==> src/rtl/ram_port_arbiter.sv <==
// ---------------------------------------------------------------------------
// ram_port_arbiter
//
// Round-robin arbiter and sequencer in front of a single-port synchronous
// RAM macro.  Two requesters (A and B) issue independent read/write
// transactions over a req/ack handshake.  Each transaction is serialized
// onto the RAM pins and walks through IDLE -> ISSUE -> (WAIT) -> RESP before
// the next request is considered.
//
// Parameters:
//   ADDR_W  RAM address width
//   DATA_W  RAM data width
//   RD_LAT  edges from the RAM sampling the address to q valid (1..3)
//
// Ports:
//   clock_50mhz          system clock, rising edge
//   reset                synchronous active-high reset
//   a_req/a_we/a_addr/a_wdata   port A request (held until a_ack)
//   a_ack/a_rdata        port A completion pulse and read data
//   b_*                  same as port A, for port B
//   ram_addr/ram_data/ram_wren  to the RAM macro
//   ram_q                from the RAM macro
//   busy                 high whenever the sequencer is not idle
// ---------------------------------------------------------------------------
module ram_port_arbiter #(
   parameter int ADDR_W = 8,
   parameter int DATA_W = 8,
   parameter int RD_LAT = 1
) (
   input  logic              clock_50mhz,
   input  logic              reset,
   input  logic              a_req,
   input  logic              a_we,
   input  logic [ADDR_W-1:0] a_addr,
   input  logic [DATA_W-1:0] a_wdata,
   output logic              a_ack,
   output logic [DATA_W-1:0] a_rdata,
   input  logic              b_req,
   input  logic              b_we,
   input  logic [ADDR_W-1:0] b_addr,
   input  logic [DATA_W-1:0] b_wdata,
   output logic              b_ack,
   output logic [DATA_W-1:0] b_rdata,
   output logic [ADDR_W-1:0] ram_addr,
   output logic [DATA_W-1:0] ram_data,
   output logic              ram_wren,
   input  logic [DATA_W-1:0] ram_q,
   output logic              busy
);

   typedef enum logic [1:0] {
      IDLE  = 2'd0,
      ISSUE = 2'd1,
      WAIT  = 2'd2,
      RESP  = 2'd3
   } state_t;

   // Index of the final WAIT cycle; the RAM output is captured on its edge.
   localparam logic [1:0] LAST_WAIT = 2'(RD_LAT - 1);

   state_t              state_q;
   logic                last_grant_q;   // 0 = A, 1 = B
   logic                owner_q;        // 0 = A, 1 = B
   logic                we_q;
   logic [1:0]          wait_cnt_q;
   logic [ADDR_W-1:0]   ram_addr_q;
   logic [DATA_W-1:0]   ram_data_q;
   logic                ram_wren_q;
   logic                a_ack_q;
   logic                b_ack_q;
   logic [DATA_W-1:0]   a_rdata_q;
   logic [DATA_W-1:0]   b_rdata_q;
   logic                busy_q;

   logic                grant_vld_d;
   logic                grant_b_d;
   logic                sel_we_d;
   logic [ADDR_W-1:0]   sel_addr_d;
   logic [DATA_W-1:0]   sel_wdata_d;

   // Arbitration: a lone requester wins outright; on contention the port
   // that did not win last time is chosen, which makes grants alternate.
   always_comb begin
      grant_vld_d = a_req | b_req;
      grant_b_d   = 1'b0;
      if (a_req && b_req) begin
         grant_b_d = ~last_grant_q;
      end else begin
         grant_b_d = b_req;
      end
      sel_we_d    = grant_b_d ? b_we    : a_we;
      sel_addr_d  = grant_b_d ? b_addr  : a_addr;
      sel_wdata_d = grant_b_d ? b_wdata : a_wdata;
   end

   always_ff @(posedge clock_50mhz) begin
      if (reset) begin
         state_q      <= IDLE;
         last_grant_q <= 1'b1;
         owner_q      <= 1'b0;
         we_q         <= 1'b0;
         wait_cnt_q   <= 2'd0;
         ram_addr_q   <= '0;
         ram_data_q   <= '0;
         ram_wren_q   <= 1'b0;
         a_ack_q      <= 1'b0;
         b_ack_q      <= 1'b0;
         a_rdata_q    <= '0;
         b_rdata_q    <= '0;
         busy_q       <= 1'b0;
      end else begin
         // Acks are single-cycle pulses; only the WAIT/ISSUE exits raise them.
         a_ack_q <= 1'b0;
         b_ack_q <= 1'b0;
         case (state_q)
            IDLE: begin
               if (grant_vld_d) begin
                  owner_q      <= grant_b_d;
                  last_grant_q <= grant_b_d;
                  we_q         <= sel_we_d;
                  // RAM pins are loaded here so they are valid during ISSUE.
                  ram_addr_q   <= sel_addr_d;
                  ram_data_q   <= sel_wdata_d;
                  ram_wren_q   <= sel_we_d;
                  busy_q       <= 1'b1;
                  state_q      <= ISSUE;
               end
            end
            ISSUE: begin
               ram_wren_q <= 1'b0;
               wait_cnt_q <= 2'd0;
               if (we_q) begin
                  a_ack_q <= ~owner_q;
                  b_ack_q <= owner_q;
                  state_q <= RESP;
               end else begin
                  state_q <= WAIT;
               end
            end
            WAIT: begin
               if (wait_cnt_q == LAST_WAIT) begin
                  if (owner_q) begin
                     b_rdata_q <= ram_q;
                  end else begin
                     a_rdata_q <= ram_q;
                  end
                  a_ack_q <= ~owner_q;
                  b_ack_q <= owner_q;
                  state_q <= RESP;
               end else begin
                  wait_cnt_q <= wait_cnt_q + 2'd1;
               end
            end
            RESP: begin
               busy_q  <= 1'b0;
               state_q <= IDLE;
            end
            default: begin
               state_q <= IDLE;
            end
         endcase
      end
   end

   assign a_ack    = a_ack_q;
   assign b_ack    = b_ack_q;
   assign a_rdata  = a_rdata_q;
   assign b_rdata  = b_rdata_q;
   assign ram_addr = ram_addr_q;
   assign ram_data = ram_data_q;
   assign ram_wren = ram_wren_q;
   assign busy     = busy_q;

endmodule

==> config.mk <==
export PLATFORM = sky130hd
export DESIGN_NAME = ram_port_arbiter
export DESIGN_NICKNAME = d
export VERILOG_FILES = /design/src/rtl/ram_port_arbiter.sv
export SDC_FILE = /design/constraint.sdc
export NUM_CORES = 1
export LEC_CHECK = 0
export ABC_AREA = 1
export BUFFER_PORTS_ARGS = -buffer_cell sky130_fd_sc_hd__buf_2
export CORE_MARGIN = 2
export CORE_UTILIZATION = 45
export CTS_CLUSTER_DIAMETER = 60
export DETAILED_ROUTE_END_ITERATION = 12
export PLACE_DENSITY = 0.76
export SLEW_MARGIN = 20
export SYNTH_ARGS = -nofsm -noshare
export SYNTH_HDL_FRONTEND = slang
export SYNTH_SLANG_ARGS = --single-unit
export TNS_END_PERCENT = 10
==> constraint.sdc <==
create_clock -name clock_50mhz -period 1.5 [get_ports clock_50mhz]
set_input_delay 0.3 -clock clock_50mhz [delete_from_list [all_inputs] [get_ports clock_50mhz]]
set_output_delay 0.3 -clock clock_50mhz [all_outputs]
set_load 0.03 [all_outputs]
* Yosys cells after proc, flatten, opt, wreduce, memory -nomap -nowiden
Index checks and enable logic that the tools add are counted. W data, S select, Z words.
Storage, ports and cells: register bits after elaboration 43, latch bits 0, RAM bits 0, bits in read-only memories 0, bits of input ports 46, output and inout bits 36, word-level logic and storage cells 56, memories kept 0
Operators by class: add/subtract/negate cells 1, multipliers 0, div/mod/pow operators 0, order comparisons 0, equality and inequality tests 6, shift-type cells 0, muxes and demuxes 20, bitwise logic cells 3, reductions and logical operators 13
Operators with widths (number):
- $mux W8 | 2
- $reduce_and A2 Y1 | 5
- $mux W1 | 9
- $pmux W1 S2 | 4
- $pmux W2 S4 | 1
- $mux W2 | 3
- $ne A2 B2 Y1 const B | 3
- $reduce_and A3 Y1 | 2
- $reduce_bool A2 Y1 | 3
- $eq A2 B2 Y1 const B | 2
- $logic_not A2 Y1 | 2
- $pmux W2 S2 | 1
- $add A2 B1 Y2 const B | 1
- $eq A2 B1 Y1 const B | 1
- $not A1 Y1 | 2
- $logic_and A1 B1 Y1 | 1
- $or A1 B1 Y1 | 1

* Logic depth before layout (Yosys ltp)
Gate-level depths: netlist of run 1.
word-level depth 5, mapped depth 8

* Least setup slack after synthesis of run 1
Ideal clock, no wire load.
kind reg-to-reg, start register state_q[0], end register ram_addr_q[5] (netlist: ram_addr[5]), data arrival time 1.224 ns, setup slack 0.154 ns, stages on the path, launching flop included 8, path buffers 1, period minus slack after synthesis 1.346 ns, cell sequence dfxtp_1 inv_1 ha_1 inv_2 nor2_8 buf_6 o21ai_0 a21oi_2
Between the ends: cells in the longest elaborated chain, start to end 2
Ends and longest elaborated chain:
- from (decl) | RTL line 61 | state_t state_q;
- from (signal assigned) | RTL line 98 | state_q <= IDLE;
- from (signal assigned) | RTL line 126 | state_q <= ISSUE;
- from (signal assigned) | RTL line 135 | state_q <= RESP;
- $logic_not A2 Y1 | RTL line 115 | case (state_q)
- $reduce_and A2 Y1 (no source line)
- to (signal assigned) | RTL line 122 | ram_addr_q <= sel_addr_d;
- to (decl) | RTL line 66 | logic [ADDR_W-1:0] ram_addr_q;
No other way between the ends. A chain may end at the register's enable or synchronous reset.

* Final worst setup path of run 1
start register state_q[1], end register we_q
Between the ends: cells in the longest elaborated chain, start to end 2
Ends and longest elaborated chain:
- $logic_not A2 Y1 | RTL line 115
- $reduce_and A2 Y1 (no source line)
- to (signal assigned) | RTL line 120 | we_q <= sel_we_d;
- to (decl) | RTL line 64 | logic we_q;
No other way between the ends.

==> results by group, run 1 <==
Run status
  – Status: complete, no violations

Placement
  – # port buffers: around 80
  – Final HPWL from detailed placement: 3.61 mm
  – Gp weighted congestion: roughly 0.83

Yosys
  – Top cell type's share of synthesized area: between 40% and 50%
  – Syn Nets: between 300 and 400
  – Yosys Warn Count: 0
  – Area leader, netlist: dfxtp_1
  – Post-synth EDFFs: 0
  – Mapped Area: between 1500 and 2000 um^2
  – Synth Instances: 272
  – Post-synth ARST share: 0%
  – Top cells by area, synth: dfxtp_1 (44%), nand2_1 (14%), a21oi_1 (7.9%)
  – Synth top cells by count: nand2_1 (74), dfxtp_1 (43), inv_1 (32), a21oi_1 (31), o21ai_0 (26)
  – Distinct cell type count of the synthesized netlist: 23
  – Sequential share of the synthesized area: between 40% and 50%
  – Most common cell in the netlist: nand2_1
  – Top_reg_cell synth: dfxtp_1
  – Average size of a mapped cell: around 7.2 um^2
  – Yosys reg bits: 43

Finish
  – Layout cells sized above 1: between 30% and 40%
  – Footprint of the multi-input gates: around 900 um^2
  – Diodes inserted: 0
  – Final nets: just over 400
  – Fill cell count: 384
  – Area Overhead vs Synth: 29.8%
  – Reg area: around 860 um^2

Worst hold path
  – Hold_sp: b_wdata[7]
  – Worst hold path type: primary input to flip-flop

Critical path
  – Setup crit start kind: flip-flop
  – Critical Path End Type: flip-flop
  – Max FO, Critical Path: 14
  – CP max stage delay: 0.36 ns
  – Crit path from: state_q[1]
  – Worst path cell trace: inv_2 > ha_2 > inv_2 > nor2_8 > buf_12 > nand3_2 > a21oi_1
  – Critical-path top delay cell: dfxtp_2
  – Most frequent CP cell: inv_2
  – Arrival time worst endpoint: about 1.6 ns
  – Worst Setup Path Type: flip-flop to flip-flop
  – R2R Path Start: state_q[1]
  – CP required: approximately 1.7 ns

Floorplanning
  – Die Ht: 69.9 um
  – # rows: 23
  – Area of the core: 4090 um^2
  – Starting density of the core: approximately 48%
  – Die W: 69.9 um
  – Die area: just under 5000 um^2
  – Num ports: between 80 and 90

Power and ir drop
  – Pwr Density: a little under 2000 nW/um^2
  – Sw Share: between 40% and 50%
  – Gate power share: between 50% and 60%
  – Worst VDD drop: about 1 mV
  – Clock share of power: around 15%
  – Sw power: around 2.2 mW
  – Pint: 2.70 mW
  – Total chip power: roughly 5 mW
  – Share of power burned in registers: about a third
  – Lkg Pwr: approximately 1.4 nW

Global route
  – Global Route Usage Sum: 20.2%
  – Largest net degree at the start of global routing: 19
  – Vias in the first global route: 1,873
  – Most used routing layer: met2
  – Total grt overflow: 0
  – Initial antenna violation count: 0
  – GR Util met3: 4.76%
  – Met1 Track Usage GR: 25.1%
  – First-pass GRT wire length: approximately 8.1 mm
  – Met2 usage: roughly a third

Timing
  – TNS Setup: 0 ns
  – Maximum clock rate: around 740 MHz
  – Final setup fails: 0
  – Final period demand of the worst path: about 1.4 ns
  – Final Hold Fails: 0
  – Tcrit/Tclk final: between 90% and 100%
  – RSZ-0062 raised after global routing: no
  – Final Max Slew Viols: 0
  – Worst Skew: 0.00672 ns
  – Worst rel slew slack: between 70% and 80%
  – Least-Margin Pin Slew: between 0.3 and 0.4 ns

Clocking
  – Sinks on Clock Net: 43
  – Htree depth: 2
  – Setup Buffers After CTS: 0
  – Root Buffer: clkbuf_8
  – TritonCTS buffer count: 5
  – Clock Latency Late Sink: about 0.29 ns
  – CTS tree: done
  – Clock tree buffer depth: 2
  – Clock-pin slew on the worst setup and hold paths: around 0.080 ns

Route
  – Final wirelength: 4.79 mm
  – Total number of vias: ~2,000
  – Initial DRC count: around 120
  – Wirelength per Cell: 11.7 um
  – Drc violations: 0
  – Drt pass-1 iters: 5
  – Routed Antenna Nets: 0
  – Vias per inst: between 4 and 5

Flow run
  – MaxCap Viol Count: 0
-- final timing paths --
check / depth (start not counted) / slack (ns) / to
worst max-delay path: 7 / 0.15 / we_q
worst min-delay path: 3 / 0.25 / ram_data[7]
worst max register to register: 7 / 0.15 / we_q
worst min register to register: 2 / 0.46 / b_rdata[3]
-- logic make-up after synthesis --
family | count (synthesis) | synth area share (%)
adders and majority gates | 7 | 4.48
and+or+nand+nor | 115 | 25.1
AOI/OAI and AO/OA | 62 | 16.1
DFF | 43 | 44.0
buffers and inverters | 45 | 10.4
-- metrics by stage --
| step | setup WS, ns | util [%] | hold WS [ns] | area (um^2) | std cells |
|---|---|---|---|---|---|
| 6_report | 0.146 | 62.1 | 0.248 | 2540 | 410 |
| 2_1_floorplan | 0.154 | - | 0.369 | 1960 | 272 |
| 3_5_place_dp | 0.0568 | 59.9 | 0.450 | 2450 | 402 |
| 5_1_grt | 0.0298 | 62.1 | 0.257 | 2540 | 410 |
| 4_1_cts | 0.0335 | 62.0 | 0.242 | 2530 | 410 |
| 3_3_place_gp | 0.177 | 59.9 | 0.448 | 2450 | 402 |
-- metal layers --
| layer | vias up | routed length [um] | share of wire [%] |
|---|---|---|---|
| li1 | 1032 | - | - |
| met1 | 901 | 2170 | 45 |
| met2 | 48 | 2330 | 49 |
| met3 | 4 | 235 | 4.9 |
| met4 | 0 | 55 | 1.1 |
| met5 | - | 0 | 0 |
-- power groups by stage --
| stage | Clock, mW | Combinational (mW) | Sequential (mW) |
|---|---|---|---|
| final | 0.721 | 2.51 | 1.71 |
| after global routing | 0.774 | 2.79 | 1.75 |
| after CTS | 0.740 | 2.51 | 1.70 |
| after detailed placement | 0 | 2.49 | 1.71 |
| after global placement | 0 | 2.43 | 1.71 |
| after floorplan | 0 | 1.24 | 2.22 |
-- area by class of cell --
cell class,count,area share [%]
clock buffers,6,2.86
clock inverters,2,0.493
inverters,35,5.27
multi-input cells,184,35.3
flip-flops and latches,43,34.0
well taps,50,2.46
repair buffers,90,19.6
-- registers in the layout, summed over array words and instances (netlist names) --
name / count
a_ack: 1
a_rdata: 8
b_ack: 1
b_rdata: 8
busy: 1
last_grant_q: 1
owner_q: 1
ram_addr: 8
ram_data: 8
ram_wren: 1
state_q: 2
wait_cnt_q: 2
we_q: 1
-- placed cells by master (no fill, tap or decap), drive strengths merged --
cell type / count
clkinv: 1
nand3: 14
o21ai: 30
clkbuf: 6
dfxtp: 43
ha: 7
nand2: 75
clkinvlp: 1
buf: 90
a21oi: 32
nor3: 2
inv: 35
nor2: 24
-- critical path, delay by kind of cell, from the launching register on --
family / cells / cell delay, ns
and+or+nand+nor: 2 / 0.27
AOI/OAI and AO/OA: 1 / 0.15
adders and majority gates: 1 / 0.18
DFF: 1 / 0.36
buffers and inverters: 3 / 0.31
-- what timing repair did --
item | CTS | global route
gates resized for setup | 0 | 6
endpoints found under the setup margin | 0 | 32
hold buffers | 0 | 0
Power figures use the tool's default switching activity.
==> inputs of run 2 (changes only) <==
--- a/config.mk
+++ b/config.mk
@@ -7,11 +7,13 @@
 export LEC_CHECK = 0
 export ABC_AREA = 1
 export BUFFER_PORTS_ARGS = -buffer_cell sky130_fd_sc_hd__buf_2
+export CORE_ASPECT_RATIO = 1.4
 export CORE_MARGIN = 2
 export CORE_UTILIZATION = 45
 export CTS_CLUSTER_DIAMETER = 60
 export DETAILED_ROUTE_END_ITERATION = 12
 export PLACE_DENSITY = 0.76
+export SETUP_SLACK_MARGIN = 0.15
 export SLEW_MARGIN = 20
 export SYNTH_ARGS = -nofsm -noshare
 export SYNTH_HDL_FRONTEND = slang
==> run 2 against run 1 <==
  * Critical endpoint is now ram_data[1]
  * Routed wire length grew 0.56%
  * Largest cell class unchanged
  * Highest routed layer unchanged
  * Non-clock buffer count is 1 higher
  * Critical path depth unchanged
  * Combinational power increased by 5%
  * Global-route usage increased by 0.48 points
  * Largest power group unchanged
  * Via count rose by 1.5%
==> results by group, run 2 (synthesized netlist as in run 1, its figures left out) <==
Finish
  – Commonest non-fill, non-tap cell in the layout: buf_2 (unchanged)
  – Core Util, Final: 61.2% (was 62.1%)
  – Reg area: 865 um^2 (was 862 um^2)
  – Most frequent cells in the layout: buf_2 (81), nand2_1 (72), dfxtp_1 (42), a21oi_1 (31), inv_1 (30) (was buf_2 (81), nand2_1 (74), dfxtp_1 (42), a21oi_1 (31), inv_1 (30))
  – Post-route insts no fill: 407 (was 410)
  – Final nets: 414 (was 412)
  – Layout cells sized above 1: 32.6% (was 30.8%)
  – Area Overhead vs Synth: 31.5% (was 29.8%)
  – Diodes inserted: 0 (unchanged)
  – Footprint of the multi-input gates: 920 um^2 (was 897 um^2)
  – Fill cell count: 409 (was 384)

Floorplanning
  – # rows: 28 (was 23)
  – Die W: 59.7 um (was 69.9 um)
  – Die Ht: 82 um (was 69.9 um)
  – Num ports: 82 (unchanged)
  – Starting density of the core: 46.5% (was 47.9%)
  – Die area: 4900 um^2 (was 4890 um^2)
  – Area of the core: 4200 um^2 (was 4090 um^2)

Clocking
  – CTS tree: done (unchanged)
  – Clock Latency Late Sink: 0.30 ns (was 0.29 ns)
  – Sinks on Clock Net: 43 (unchanged)
  – Root Buffer: clkbuf_8 (unchanged)
  – Hold Buf Count CTS: 0 (unchanged)
  – TritonCTS buffer count: 5 (unchanged)
  – Clock-pin slew on the worst setup and hold paths: 0.09 ns (was 0.08 ns)
  – Htree depth: 2 (unchanged)
  – Clock tree buffer depth: 2 (unchanged)

Power and ir drop
  – Lkg Pwr: 1.38 nW (was 1.37 nW)
  – Pwr Density: 1960 nW/um^2 (was 1940 nW/um^2)
  – Worst VDD drop: 1.13 mV (was 0.995 mV)

Global route
  – GR Util met3: 4.57% (was 4.76%)
  – Met1 Track Usage GR: 23.2% (was 25.1%)
  – First-pass GRT wire length: 7.85 mm (was 8.14 mm)
  – Met2 usage: 37.1% (was 34.3%)
  – Total grt overflow: 0 (unchanged)
  – Vias in the first global route: 1,877 (was 1,873)
  – Global Route Usage Sum: 20.7% (was 20.2%)
  – Largest net degree at the start of global routing: 19 (unchanged)
  – Most used routing layer: met2 (unchanged)
  – Initial antenna violation count: 0 (unchanged)

Timing
  – Worst Skew: 0.00881 ns (was 0.00672 ns)
  – Final Hold Fails: 0 (unchanged)
  – Tcrit/Tclk final: 85.6% (was 90.3%)
  – Worst rel slew slack: 81.6% (was 76.1%)
  – Maximum clock rate: 779 MHz (was 739 MHz)
  – RSZ-0062 raised after global routing: yes (was no)
  – Least-Margin Pin Slew: 0.275 ns (was 0.357 ns)
  – TNS Setup: 0 ns (unchanged)
  – Final period demand of the worst path: 1.28 ns (was 1.35 ns)
  – Final setup fails: 0 (unchanged)
  – Final Max Slew Viols: 0 (unchanged)

Route
  – Total number of vias: 2,015 (was 1,985)
  – Drc violations: 0 (unchanged)
  – Vias per inst: 4.95 (was 4.84)
  – Drt pass-1 iters: 4 (was 5)
  – Final wirelength: 4.82 mm (was 4.79 mm)
  – Initial DRC count: 85 (was 123)
  – Wirelength per Cell: 11.8 um (was 11.7 um)
  – Routed Antenna Nets: 0 (unchanged)

Critical path
  – Worst Setup Path Type: flip-flop to flip-flop (unchanged)
  – Critical Path End Type: flip-flop (unchanged)
  – Arrival time worst endpoint: 1.47 ns (was 1.58 ns)
  – CP required: 1.69 ns (was 1.72 ns)
  – Max FO, Critical Path: 13 (was 14)
  – Setup crit start kind: flip-flop (unchanged)

Placement
  – Gp weighted congestion: 0.796 (was 0.831)
  – Final HPWL from detailed placement: 3.42 mm (was 3.61 mm)
  – # port buffers: 81 (unchanged)
  – Post-Place Cells: 394 (was 402)

Flow run
  – MaxCap Viol Count: 0 (unchanged)

Worst hold path
  – Worst hold path type: primary input to flip-flop (unchanged)

Run status
  – Status: complete, no violations (unchanged)
-- run 2: cell count changes in the layout (fill, tap and decap cells not counted), moves of 2 or more --
cell / previous run / this run
o21ai_0: 25 / 20
nand2_1: 74 / 72
nand2_2: 0 / 2
o21ai_1: 5 / 9
-- run 2: power by group --
group	internal, mW	leakage, nW	switching [mW]
clock network	0.324	0.0402	0.408
logic	0.931	0.986	1.70
registers	1.50	0.354	0.184
total	2.76	1.38	2.29
-- run 2: layout make-up --
class	instances	share of cell area [%]
Clock buffer	5	2.68
Clock inverter	3	0.779
Inverter	35	5.30
Multi-Input combinational cell	185	35.8
Sequential cell	43	33.6
Tap cell	45	2.19
Timing Repair Buffer	91	19.7
-- run 2: final timing paths --
path                            cells past startpoint           to  slack (ns)       start
worst max register to register                      7  ram_data[1]        0.22  state_q[1]
worst min register to register                      2   b_rdata[4]        0.46  b_rdata[4]
worst max-delay path                                7  ram_data[1]        0.22  state_q[1]
worst min-delay path                                3   a_rdata[5]        0.24    ram_q[5]
-- run 2: metal layers --
metal / vias to the layer above / part of all wire [%]
met5: - / 0
met4: 0 / 2.0
met3: 9 / 4.2
met2: 48 / 53
met1: 918 / 41
li1: 1040 / -
-- run 2: through the flow --
step / hold WS (ns) / cell area, um^2 / total power [mW] / setup WS [ns]
after CTS: 0.237 / 2530 / 4.93 / 0.0994
after detailed placement: 0.448 / 2390 / 4.03 / -0.00668
after global routing: 0.244 / 2570 / 5.45 / 0.111
final: 0.237 / 2570 / 5.05 / 0.216
after floorplan: 0.369 / 1960 / 3.45 / 0.154
after global placement: 0.443 / 2390 / 3.97 / 0.0535
-- run 2: worst max-delay path, cell delays in order, from the launching register on --
cell and delay, ns:
dfxtp_4 0.38, inv_1 0.07, ha_2 0.19, inv_2 0.13, nor2_8 0.06, buf_12 0.15, o21ai_0 0.15, a21oi_1 0.06
-- run 2: repair_timing --
item	in CTS	in global routing
gates resized for setup	2	15
setup endpoints to repair	35	40
pin swaps	1	1
cloned	1	0
buffers inserted	3	1
